$ cat config.mk
export PLATFORM = sky130hd
export DESIGN_NAME = instruction_encoder_flat
export DESIGN_NICKNAME = d
export VERILOG_FILES = /design/src/rtl/instruction_encoder_if.sv /design/src/rtl/instruction_encoder.sv /design/src/flat_wrapper.sv
export SDC_FILE = /design/constraint.sdc
export NUM_CORES = 1
export LEC_CHECK = 0
export CAP_MARGIN = 10
export CORE_MARGIN = 2
export CORE_UTILIZATION = 40
export DETAILED_ROUTE_END_ITERATION = 8
export PLACE_DENSITY = 0.71
export SLEW_MARGIN = 10
export SYNTH_ARGS = -nofsm -noshare
export SYNTH_HDL_FRONTEND = slang
export SYNTH_SLANG_ARGS = --single-unit
$ cat constraint.sdc
create_clock -name clk_i -period 6 [get_ports clk_i]
set_input_delay 0.6 -clock clk_i [delete_from_list [all_inputs] [get_ports clk_i]]
set_output_delay 0.6 -clock clk_i [all_outputs]
set_load 0.02 [all_outputs]
$ cat src/rtl/instruction_encoder_if.sv
// instruction_encoder_if
// Bundles every non-clock/reset signal of the XM-23 instruction encoder.
//   Run control  : start, base_addr (master -> slave)
//   Input channel: in_valid, in_last, op and operand fields (master -> slave),
//                  in_ready (slave -> master)
//   Output chan. : out_word, out_addr, out_valid, out_last (slave -> master),
//                  out_ready (master -> slave)
//   Status       : count, busy, done, flto (slave -> master)
// master = producer/consumer side (loader or bench), slave = the encoder.
interface instruction_encoder_if #(
  parameter int ADDR_W = 16
) ();
  logic              start;
  logic [ADDR_W-1:0] base_addr;

  logic              in_valid;
  logic              in_ready;
  logic              in_last;
  logic [6:0]        op;
  logic [12:0]       off;
  logic [3:0]        c;
  logic [2:0]        t;
  logic [2:0]        f;
  logic [2:0]        pr;
  logic [3:0]        sa;
  logic [4:0]        pswb;
  logic [2:0]        dst;
  logic [2:0]        srccon;
  logic              wb;
  logic              rc;
  logic [7:0]        imbyte;
  logic              prpo;
  logic              dec;
  logic              inc;

  logic [15:0]       out_word;
  logic [ADDR_W-1:0] out_addr;
  logic              out_valid;
  logic              out_ready;
  logic              out_last;

  logic [15:0]       count;
  logic              busy;
  logic              done;
  logic              flto;

  modport master (
    output start, base_addr,
    output in_valid, in_last, op, off, c, t, f, pr, sa, pswb,
    output dst, srccon, wb, rc, imbyte, prpo, dec, inc,
    input  in_ready,
    input  out_word, out_addr, out_valid, out_last,
    output out_ready,
    input  count, busy, done, flto
  );

  modport slave (
    input  start, base_addr,
    input  in_valid, in_last, op, off, c, t, f, pr, sa, pswb,
    input  dst, srccon, wb, rc, imbyte, prpo, dec, inc,
    output in_ready,
    output out_word, out_addr, out_valid, out_last,
    input  out_ready,
    output count, busy, done, flto
  );
endinterface

$ cat src/rtl/instruction_encoder.sv
// instruction_encoder
// Packs decoded XM-23 fields (OP 0..41 plus operands) into 16-bit instruction
// words and emits them with a byte address over a valid/ready handshake.
// Run control is IDLE/RUN/DONE/FAULT; an OP above 41 sends the block to FAULT.
// Ports:
//   clk_i  rising-edge clock
//   rst_i  synchronous active-high reset
//   bus    instruction_encoder_if.slave: start/base_addr, input bundle channel,
//          output word channel, count/busy/done/flto status
module instruction_encoder #(
  parameter int ADDR_W    = 16,
  parameter int ADDR_STEP = 2
) (
  input  logic                  clk_i,
  input  logic                  rst_i,
  instruction_encoder_if.slave  bus
);

  typedef enum logic [1:0] {
    S_IDLE  = 2'd0,
    S_RUN   = 2'd1,
    S_DONE  = 2'd2,
    S_FAULT = 2'd3
  } state_e;

  state_e            state_q;
  logic [15:0]       out_word_q;
  logic [ADDR_W-1:0] out_addr_q;
  logic [ADDR_W-1:0] next_addr_q;   // address the next accepted word will get
  logic              out_valid_q;
  logic              out_last_q;
  logic [15:0]       count_q;

  logic              op_legal;
  logic              in_ready;
  logic              in_fire;
  logic              out_fire;
  logic [3:0]        op_lo;
  logic [15:0]       enc_word;

  assign op_legal = (bus.op <= 7'd41);
  assign out_fire = out_valid_q && bus.out_ready;

  // Start takes priority over a same-cycle bundle. Once the last word of a run
  // is sitting in the output register no further bundle is taken, so the run
  // ends exactly on that word.
  assign in_ready = (state_q == S_RUN) && (!out_valid_q || bus.out_ready) &&
                    !bus.start && !(out_valid_q && out_last_q);
  assign in_fire  = bus.in_valid && in_ready;

  // Field packing. op_lo holds OP minus the base of its group; each group only
  // takes as many low bits as its slot has.
  always_comb begin
    op_lo    = 4'd0;
    enc_word = 16'h0000;
    if (bus.op == 7'd0) begin
      enc_word = {3'b000, bus.off};
    end else if (bus.op <= 7'd8) begin
      op_lo    = 4'(bus.op - 7'd1);
      enc_word = {3'b001, op_lo[2:0], bus.off[9:0]};
    end else if (bus.op <= 7'd20) begin
      op_lo    = 4'(bus.op - 7'd9);
      enc_word = {3'b010, 1'b0, op_lo, bus.rc, bus.wb, bus.srccon, bus.dst};
    end else if (bus.op <= 7'd22) begin
      op_lo    = 4'(bus.op - 7'd21);
      enc_word = {6'b010011, 2'b00, op_lo[0], bus.wb, bus.srccon, bus.dst};
    end else if (bus.op <= 7'd27) begin
      op_lo    = 4'(bus.op - 7'd23);
      enc_word = {9'b010011010, bus.wb, op_lo[2:0], bus.dst};
    end else if (bus.op == 7'd28) begin
      enc_word = {13'b0100110110000, bus.pr};
    end else if (bus.op == 7'd29) begin
      enc_word = {12'b010011011001, bus.sa};
    end else if (bus.op == 7'd30) begin
      enc_word = {11'b01001101101, bus.pswb};
    end else if (bus.op == 7'd31) begin
      enc_word = {11'b01001101110, bus.pswb};
    end else if (bus.op == 7'd32) begin
      enc_word = {6'b010100, bus.c, bus.t, bus.f};
    end else if (bus.op <= 7'd34) begin
      op_lo    = 4'(bus.op - 7'd33);
      enc_word = {5'b01011, op_lo[0], bus.prpo, bus.dec, bus.inc,
                  bus.wb, bus.srccon, bus.dst};
    end else if (bus.op <= 7'd38) begin
      op_lo    = 4'(bus.op - 7'd35);
      enc_word = {3'b011, op_lo[1:0], bus.imbyte, bus.dst};
    end else if (bus.op <= 7'd40) begin
      op_lo    = 4'(bus.op - 7'd39);
      enc_word = {1'b1, op_lo[0], bus.off[6:0], bus.wb, bus.srccon, bus.dst};
    end else if (bus.op == 7'd41) begin
      enc_word = {6'b010101, 10'b0};
    end
  end

  always_ff @(posedge clk_i) begin
    if (rst_i) begin
      state_q     <= S_IDLE;
      out_word_q  <= 16'h0000;
      out_addr_q  <= '0;
      next_addr_q <= '0;
      out_valid_q <= 1'b0;
      out_last_q  <= 1'b0;
      count_q     <= 16'h0000;
    end else if (bus.start) begin
      // (Re)start from any state; a word still waiting downstream is dropped.
      state_q     <= S_RUN;
      next_addr_q <= bus.base_addr;
      out_valid_q <= 1'b0;
      out_last_q  <= 1'b0;
      count_q     <= 16'h0000;
    end else begin
      case (state_q)
        S_RUN: begin
          if (out_fire) begin
            out_valid_q <= 1'b0;
            if (count_q != 16'hFFFF) begin
              count_q <= count_q + 16'd1;
            end
            if (out_last_q) begin
              state_q <= S_DONE;
            end
          end
          if (in_fire) begin
            if (op_legal) begin
              out_word_q  <= enc_word;
              out_addr_q  <= next_addr_q;
              out_last_q  <= bus.in_last;
              out_valid_q <= 1'b1;
              next_addr_q <= next_addr_q + ADDR_W'(ADDR_STEP);
            end else begin
              // Illegal OP: nothing is emitted and the address is not advanced.
              state_q <= S_FAULT;
            end
          end
        end
        default: begin
          // IDLE, DONE and FAULT only leave on start.
          out_valid_q <= 1'b0;
        end
      endcase
    end
  end

  assign bus.in_ready  = in_ready;
  assign bus.out_word  = out_word_q;
  assign bus.out_addr  = out_addr_q;
  assign bus.out_valid = out_valid_q;
  assign bus.out_last  = out_last_q;
  assign bus.count     = count_q;
  assign bus.busy      = (state_q == S_RUN);
  assign bus.done      = (state_q == S_DONE);
  assign bus.flto      = (state_q == S_FAULT);

endmodule
$ cat src/flat_wrapper.sv
// flat-port wrapper written by rule: the top's interface ports become plain ports
module instruction_encoder_flat 
#(
  parameter int ADDR_W    = 16,
  parameter int ADDR_STEP = 2
)
  (clk_i, rst_i, bus_start, bus_base_addr, bus_in_valid, bus_in_last, bus_op, bus_off, bus_c, bus_t, bus_f, bus_pr, bus_sa, bus_pswb, bus_dst, bus_srccon, bus_wb, bus_rc, bus_imbyte, bus_prpo, bus_dec, bus_inc, bus_in_ready, bus_out_word, bus_out_addr, bus_out_valid, bus_out_last, bus_out_ready, bus_count, bus_busy, bus_done, bus_flto);
  instruction_encoder_if #(.ADDR_W(ADDR_W)) bus_i ();
  input  logic clk_i;
  input  logic rst_i;
  input wire logic [$bits(bus_i.start)-1:0] bus_start;
  input wire logic [$bits(bus_i.base_addr)-1:0] bus_base_addr;
  input wire logic [$bits(bus_i.in_valid)-1:0] bus_in_valid;
  input wire logic [$bits(bus_i.in_last)-1:0] bus_in_last;
  input wire logic [$bits(bus_i.op)-1:0] bus_op;
  input wire logic [$bits(bus_i.off)-1:0] bus_off;
  input wire logic [$bits(bus_i.c)-1:0] bus_c;
  input wire logic [$bits(bus_i.t)-1:0] bus_t;
  input wire logic [$bits(bus_i.f)-1:0] bus_f;
  input wire logic [$bits(bus_i.pr)-1:0] bus_pr;
  input wire logic [$bits(bus_i.sa)-1:0] bus_sa;
  input wire logic [$bits(bus_i.pswb)-1:0] bus_pswb;
  input wire logic [$bits(bus_i.dst)-1:0] bus_dst;
  input wire logic [$bits(bus_i.srccon)-1:0] bus_srccon;
  input wire logic [$bits(bus_i.wb)-1:0] bus_wb;
  input wire logic [$bits(bus_i.rc)-1:0] bus_rc;
  input wire logic [$bits(bus_i.imbyte)-1:0] bus_imbyte;
  input wire logic [$bits(bus_i.prpo)-1:0] bus_prpo;
  input wire logic [$bits(bus_i.dec)-1:0] bus_dec;
  input wire logic [$bits(bus_i.inc)-1:0] bus_inc;
  output wire logic [$bits(bus_i.in_ready)-1:0] bus_in_ready;
  output wire logic [$bits(bus_i.out_word)-1:0] bus_out_word;
  output wire logic [$bits(bus_i.out_addr)-1:0] bus_out_addr;
  output wire logic [$bits(bus_i.out_valid)-1:0] bus_out_valid;
  output wire logic [$bits(bus_i.out_last)-1:0] bus_out_last;
  input wire logic [$bits(bus_i.out_ready)-1:0] bus_out_ready;
  output wire logic [$bits(bus_i.count)-1:0] bus_count;
  output wire logic [$bits(bus_i.busy)-1:0] bus_busy;
  output wire logic [$bits(bus_i.done)-1:0] bus_done;
  output wire logic [$bits(bus_i.flto)-1:0] bus_flto;
  assign bus_i.start = bus_start;
  assign bus_i.base_addr = bus_base_addr;
  assign bus_i.in_valid = bus_in_valid;
  assign bus_i.in_last = bus_in_last;
  assign bus_i.op = bus_op;
  assign bus_i.off = bus_off;
  assign bus_i.c = bus_c;
  assign bus_i.t = bus_t;
  assign bus_i.f = bus_f;
  assign bus_i.pr = bus_pr;
  assign bus_i.sa = bus_sa;
  assign bus_i.pswb = bus_pswb;
  assign bus_i.dst = bus_dst;
  assign bus_i.srccon = bus_srccon;
  assign bus_i.wb = bus_wb;
  assign bus_i.rc = bus_rc;
  assign bus_i.imbyte = bus_imbyte;
  assign bus_i.prpo = bus_prpo;
  assign bus_i.dec = bus_dec;
  assign bus_i.inc = bus_inc;
  assign bus_in_ready = bus_i.in_ready;
  assign bus_out_word = bus_i.out_word;
  assign bus_out_addr = bus_i.out_addr;
  assign bus_out_valid = bus_i.out_valid;
  assign bus_out_last = bus_i.out_last;
  assign bus_i.out_ready = bus_out_ready;
  assign bus_count = bus_i.count;
  assign bus_busy = bus_i.busy;
  assign bus_done = bus_i.done;
  assign bus_flto = bus_i.flto;
  instruction_encoder #(.ADDR_W(ADDR_W), .ADDR_STEP(ADDR_STEP)) u_core (.clk_i(clk_i), .rst_i(rst_i), .bus(bus_i));
endmodule
* Word level (Yosys, flattened, before mapping)
Index checks and enable logic that the tools add are counted.
** Word-level totals
- Bits in registers :: 68
- Output and inout port bits :: 54
- Logic and storage cells :: 84
** Cells by class
- Add/sub/neg operators :: 9
- Order comparisons :: 8
- Equality and inequality tests :: 10
- Mux-type cells :: 27
- Bitwise operators :: 2
- Reduce and logical (&&, ||, !) cells :: 20
** Operators with widths (number)
- 16-bit 2-to-1 mux :: 17
- 7-bit by 5-bit == test with 1-bit output, second input constant :: 4
- 7-bit by 6-bit less-or-equal comparator with 1-bit output, second input constant :: 4
- 7-bit by 5-bit less-or-equal comparator with 1-bit output, second input constant :: 3
- 16-bit by 1-bit adder with 16-bit output, second input constant :: 1
- 16-bit by 2-bit adder with 16-bit output, second input constant :: 1
- 16-bit != test, second input constant :: 1
- 15-bit 2-to-1 mux :: 1
- 7-bit by 6-bit == test with 1-bit output, second input constant :: 2
- 3-bit AND reduction :: 3
- 2-bit 2-to-1 mux :: 4
- 7-bit by 4-bit less-or-equal comparator with 1-bit output, second input constant :: 1
- 7-bit zero test :: 1
- 1-bit logical AND :: 6
- 2-bit nonzero test :: 3
- 1-bit 2-to-1 mux :: 5
- 2-bit == test, second input constant :: 2
- 4-bit AND reduction :: 1
- 4-bit subtractor, second input constant :: 1
- 1-bit zero test :: 3
- 3-bit OR reduction :: 1
- 1-bit subtractor, second input constant :: 3
- 3-bit by 1-bit subtractor with 3-bit output, second input constant :: 1
- 3-bit subtractor, second input constant :: 1
- other kinds (5) :: 6

* Longest topological paths before layout
- Depth in word-level cells :: 15
- Mapped depth :: 11
- Depth with buffers taken out :: 8

* Worst setup path before layout
OpenSTA, ideal clock, no wires.
- Path kind :: input port to flip-flop
- Start point :: input bus_op[0]
- End point :: register u_core.out_word_q[8] (netlist: u_core.bus.out_word[8])
- Setup time :: 0.136 ns
- Arrival :: 2.362 ns
- Data required time :: 5.864 ns
- Slack :: 3.501 ns
- Stages :: 10
- Path buffers :: 2
- Path through :: clkbuf_1 -> inv_1 -> ha_1 -> clkbuf_1 -> nor2_1 -> nand2_1 -> o211ai_1 -> a21oi_1 -> nor4_1 -> a221oi_1
** On the way
- Cells in the longest elaborated chain, start to end :: 14
- Elaborated cells on any way between the ends :: 29
** Ends and longest elaborated chain
- start: declaration :: line flat_wrapper.sv:15 : input wire logic [$bits(bus_i.op)-1:0] bus_op;
- 7-bit by 6-bit less-or-equal comparator with 1-bit output :: line instruction_encoder.sv:87 : end else if (bus.op <= 7'd40) begin
- 16-bit 2-to-1 mux :: line instruction_encoder.sv:87
- 16-bit 2-to-1 mux :: line instruction_encoder.sv:84 : end else if (bus.op <= 7'd38) begin
- 16-bit 2-to-1 mux :: line instruction_encoder.sv:80 : end else if (bus.op <= 7'd34) begin
- 16-bit 2-to-1 mux :: line instruction_encoder.sv:78 : end else if (bus.op == 7'd32) begin
- 16-bit 2-to-1 mux :: line instruction_encoder.sv:76 : end else if (bus.op == 7'd31) begin
- 16-bit 2-to-1 mux :: line instruction_encoder.sv:74 : end else if (bus.op == 7'd30) begin
- 16-bit 2-to-1 mux :: line instruction_encoder.sv:72 : end else if (bus.op == 7'd29) begin
- 16-bit 2-to-1 mux :: line instruction_encoder.sv:70 : end else if (bus.op == 7'd28) begin
- 16-bit 2-to-1 mux :: line instruction_encoder.sv:67 : end else if (bus.op <= 7'd27) begin
- 16-bit 2-to-1 mux :: line instruction_encoder.sv:64 : end else if (bus.op <= 7'd22) begin
- 16-bit 2-to-1 mux :: line instruction_encoder.sv:61 : end else if (bus.op <= 7'd20) begin
- 16-bit 2-to-1 mux :: line instruction_encoder.sv:58 : end else if (bus.op <= 7'd8) begin
- 16-bit 2-to-1 mux :: line instruction_encoder.sv:56 : if (bus.op == 7'd0) begin
- end signal: assignment :: line instruction_encoder.sv:125 : out_word_q <= enc_word;
- end: declaration :: line instruction_encoder.sv:27 : logic [15:0] out_word_q;
Several ways; a longest one is shown, not always the timed one.
A chain may end at the register's enable or synchronous reset.

* Worst setup path in the final report
- Start point :: input bus_op[0]
- End point :: register u_core.next_addr_q[1]
** On the way
- Cells in the longest elaborated chain, start to end :: 3
** Ends and longest elaborated chain
- 7-bit by 6-bit less-or-equal comparator with 1-bit output :: line instruction_encoder.sv:41 : assign op_legal = (bus.op <= 7'd41);
- 2-bit nonzero test (no source line)
- 3-bit AND reduction (no source line)
- end signal: assignment :: line instruction_encoder.sv:107 : next_addr_q <= bus.base_addr;
- end signal: assignment :: line instruction_encoder.sv:129 : next_addr_q <= next_addr_q + ADDR_W'(ADDR_STEP);
- end: declaration :: line instruction_encoder.sv:29 : logic [ADDR_W-1:0] next_addr_q;
No other way between the ends.

==> results.md <==
* Count of cell types in the netlist at 72
* Max cap viols at 0
* Status: finished clean
* Top cells by count, synth: 75 x nand2_1, 68 x dfxtp_1, 59 x nor2_1
* Die area at 0.0117 mm²
* WHS at 0.453 ns
* Seq cells post-synth at 68
* Setup total negative slack at 0 ns
* DP HPWL at 10300 µm
* DRC at 0
* Worst min path class: reg2reg
* Area share of the largest cell type after synthesis at 31.4%
* Vias in the first global route at 4348
* Crit path kind: in2reg
* DIE HEIGHT at 108 µm
* Vias at 4745
* First-pass GRT wire length at 21600 µm
* Area grow syn2layout at 35.7%
* Seq/Total Area, Yosys at 31.4%
* TritonCTS Buffers at 9
* CP Capture Type: flop
* Max Root-Sink Buffers at 2
* CP required at 6.19 ns
* Clock Skew at 0.0115 ns
* Pleak at 0.00200 µW
* Clk slew on worst S/H paths at 0.07 ns
* Worst R2R Path Depth at 6
* Clk Latency, worst-skew pair at 0.35 ns
* Total gr overflow at 0
* Nets at 768
* ANT cells at 0
* Hold Fails Final Rpt at 0
* Hold-fix buffers, CTS at 0
* WP data arrival at 4.12 ns
* Power Density at 191 mW/mm²
* CTS tree: built
* Period utilization at 65.4%
* CP startpoint: bus_op[0]
* ANT nets after route at 0
* Pre-antenna DRT Iters at 5
* Rows at 37
* Post-cts sizing count at 0
* IO Port Bufs at 136
* Final setup fails at 0
* EDFF count, synth at 0
* Top Ports at 137
* Drt total wl at 13800 µm
* Slew HR at 28.3%
* Worst r2r src: u_core.bus.out_last
* Mapped Avg Cell Area at 7.58 µm²
* Slew @ Worst Pin at 1.07 ns
* Cell taking the most area after synthesis: dfxtp_1
* Minimum clock period at 3.92 ns
* Final Cell Area at 0.00588 mm²
* Yosys warns at 0
* Die width at 108 µm
* RR Endpoint: u_core.next_addr_q[1]
* Slew Viols, Final at 0
* Post-CTS Setup Bufs at 0
* GRT Total Usage at 23.3%
* Reg2reg setup slack at 3.18 ns
* FFs w/ async S/R, synth at 0%
* Antenna violations before repair at 0
* Fmax achieved at 255 MHz
* RSZ-0062 raised after global routing: false
* Max VDD drop at 0.0843 mV
* Multi-input gate area at 0.00271 mm²
* Post-DP Area at 0.00564 mm²
* Setup crit start kind: primary input
* Hold Crit Start: u_core.bus.out_addr[6]
* Leading register cell type out of synthesis: dfxtp_1
* Layout cells sized above 1 at 4.83%
* DR vias/cell at 5.79
* Drt initial violations at 344
* Area contributors post-synth: dfxtp_1 31%, a21oi_1 6.7%, nand2_1 6.5%
* Fillcell total at 1009
* Largest net degree at the start of global routing at 55
* Core area at 0.0104 mm²
* Initial core utilization at 41.6%
* Count leader, synth: nand2_1
* Post-synthesis cell count at 571
* Mapped cell area at 0.00433 mm²
* Register Area at 0.00136 mm²
* Clock root buffer master: clkbuf_8
* Synthesized Nets at 661
* Crit path max fanout at 50
* H-tree Lvls at 3
* Avg WL per Cell at 16.9 µm
* CP endpoint: u_core.next_addr_q[1]
* Gpl congestion at 0.929
* CTS Sinks at 68
==> worst max-delay path, stage by stage <==
cell and delay, ns:
clkdlybuf4s50_1 0.83, ha_1 0.47, o21bai_1 0.17, o2bb2ai_1 0.24
nor2b_4 0.93, nor2_1 0.44, a221oi_1 0.34, nor2_1 0.06
==> power breakdown <==
group          internal, µW  total (µW)  switching (µW)
clock                   277         457             180
combinational          92.6         194             102
sequential              460         470            9.54
total                   830        1120             292
==> kinds of logic after synthesis <==
| kind of cell | share of synthesized area [%] |
|---|---|
| and+or+nand+nor | 27.2 |
| AOI/OAI and AO/OA | 28.7 |
| adders and majority gates | 2.02 |
| DFF | 31.4 |
| buffers and inverters | 6.07 |
| muxes | 1.18 |
| xor gates and xnor gates | 3.44 |
==> layout by cell type (no fill, tap or decap), types with 6 or more instances in the layout <==
cell | Yosys | layout
clkdlybuf4s50_1 | 0 | 135
nand2_1 | 75 | 75
dfxtp_1 | 68 | 68
nor2_1 | 59 | 59
a21oi_1 | 58 | 58
o21ai_0 | 35 | 35
nand3_1 | 27 | 26
nor3_1 | 13 | 13
xor2_1 | 13 | 13
and3_1 | 11 | 11
inv_1 | 10 | 10
nand4_1 | 9 | 9
clkbuf_8 | 0 | 9
a31oi_1 | 8 | 8
and2_1 | 7 | 7
a221oi_1 | 7 | 7
ha_1 | 7 | 7
o211ai_1 | 6 | 6
==> area by class of cell <==
| cell class | count | share of cell area, % |
|---|---|---|
| clock buffers | 10 | 2.17 |
| clock inverters | 6 | 1.92 |
| inverters | 10 | 0.639 |
| multi-input cells | 453 | 46.1 |
| flip-flops and latches | 68 | 23.2 |
| well taps | 136 | 2.90 |
| repair buffers | 136 | 23.1 |
==> metal layers <==
| layer | part of all wire (%) | global-route usage [%] | up-vias |
|---|---|---|---|
| li1 | - | - | 2308 |
| met4 | 2.2 | 8.61 | 0 |
| met2 | 45 | 35.6 | 211 |
| met3 | 7.8 | 4.34 | 23 |
| met1 | 45 | 32.5 | 2203 |
| met5 | 0 | 0 | - |
==> how the worst min path moves through the flow <==
stage	slack (ns)	to	depth (start not counted)
global placement	0.44	u_core.bus.out_addr[7]	2
finish	0.45	u_core.bus.out_addr[6]	2
detailed placement	0.45	u_core.bus.out_addr[6]	2
floorplan	0.44	u_core.bus.out_addr[15]	2
global route	0.47	u_core.bus.out_addr[7]	2
CTS	0.46	u_core.bus.out_addr[6]	2
==> per-stage QoR <==
step	cells	setup slack (ns)	total power [µW]	utilization, %
after floorplan	571	3.50	582	-
after global placement	803	1.86	671	54.1
after detailed placement	803	1.75	671	54.1
after CTS	819	2.10	1130	56.4
after global routing	819	1.79	1170	56.4
final	819	2.08	1120	56.4
==> sequential cells by signal, summed over array words and instances (netlist names) <==
name,flops
u_core.bus.count,16
u_core.bus.out_word,16
u_core.state_q,2
u_core.bus.out_last,1
u_core.next_addr_q,16
u_core.bus.out_addr,16
u_core.bus.out_valid,1
No activity file was read; power rests on OpenSTA's default activity.
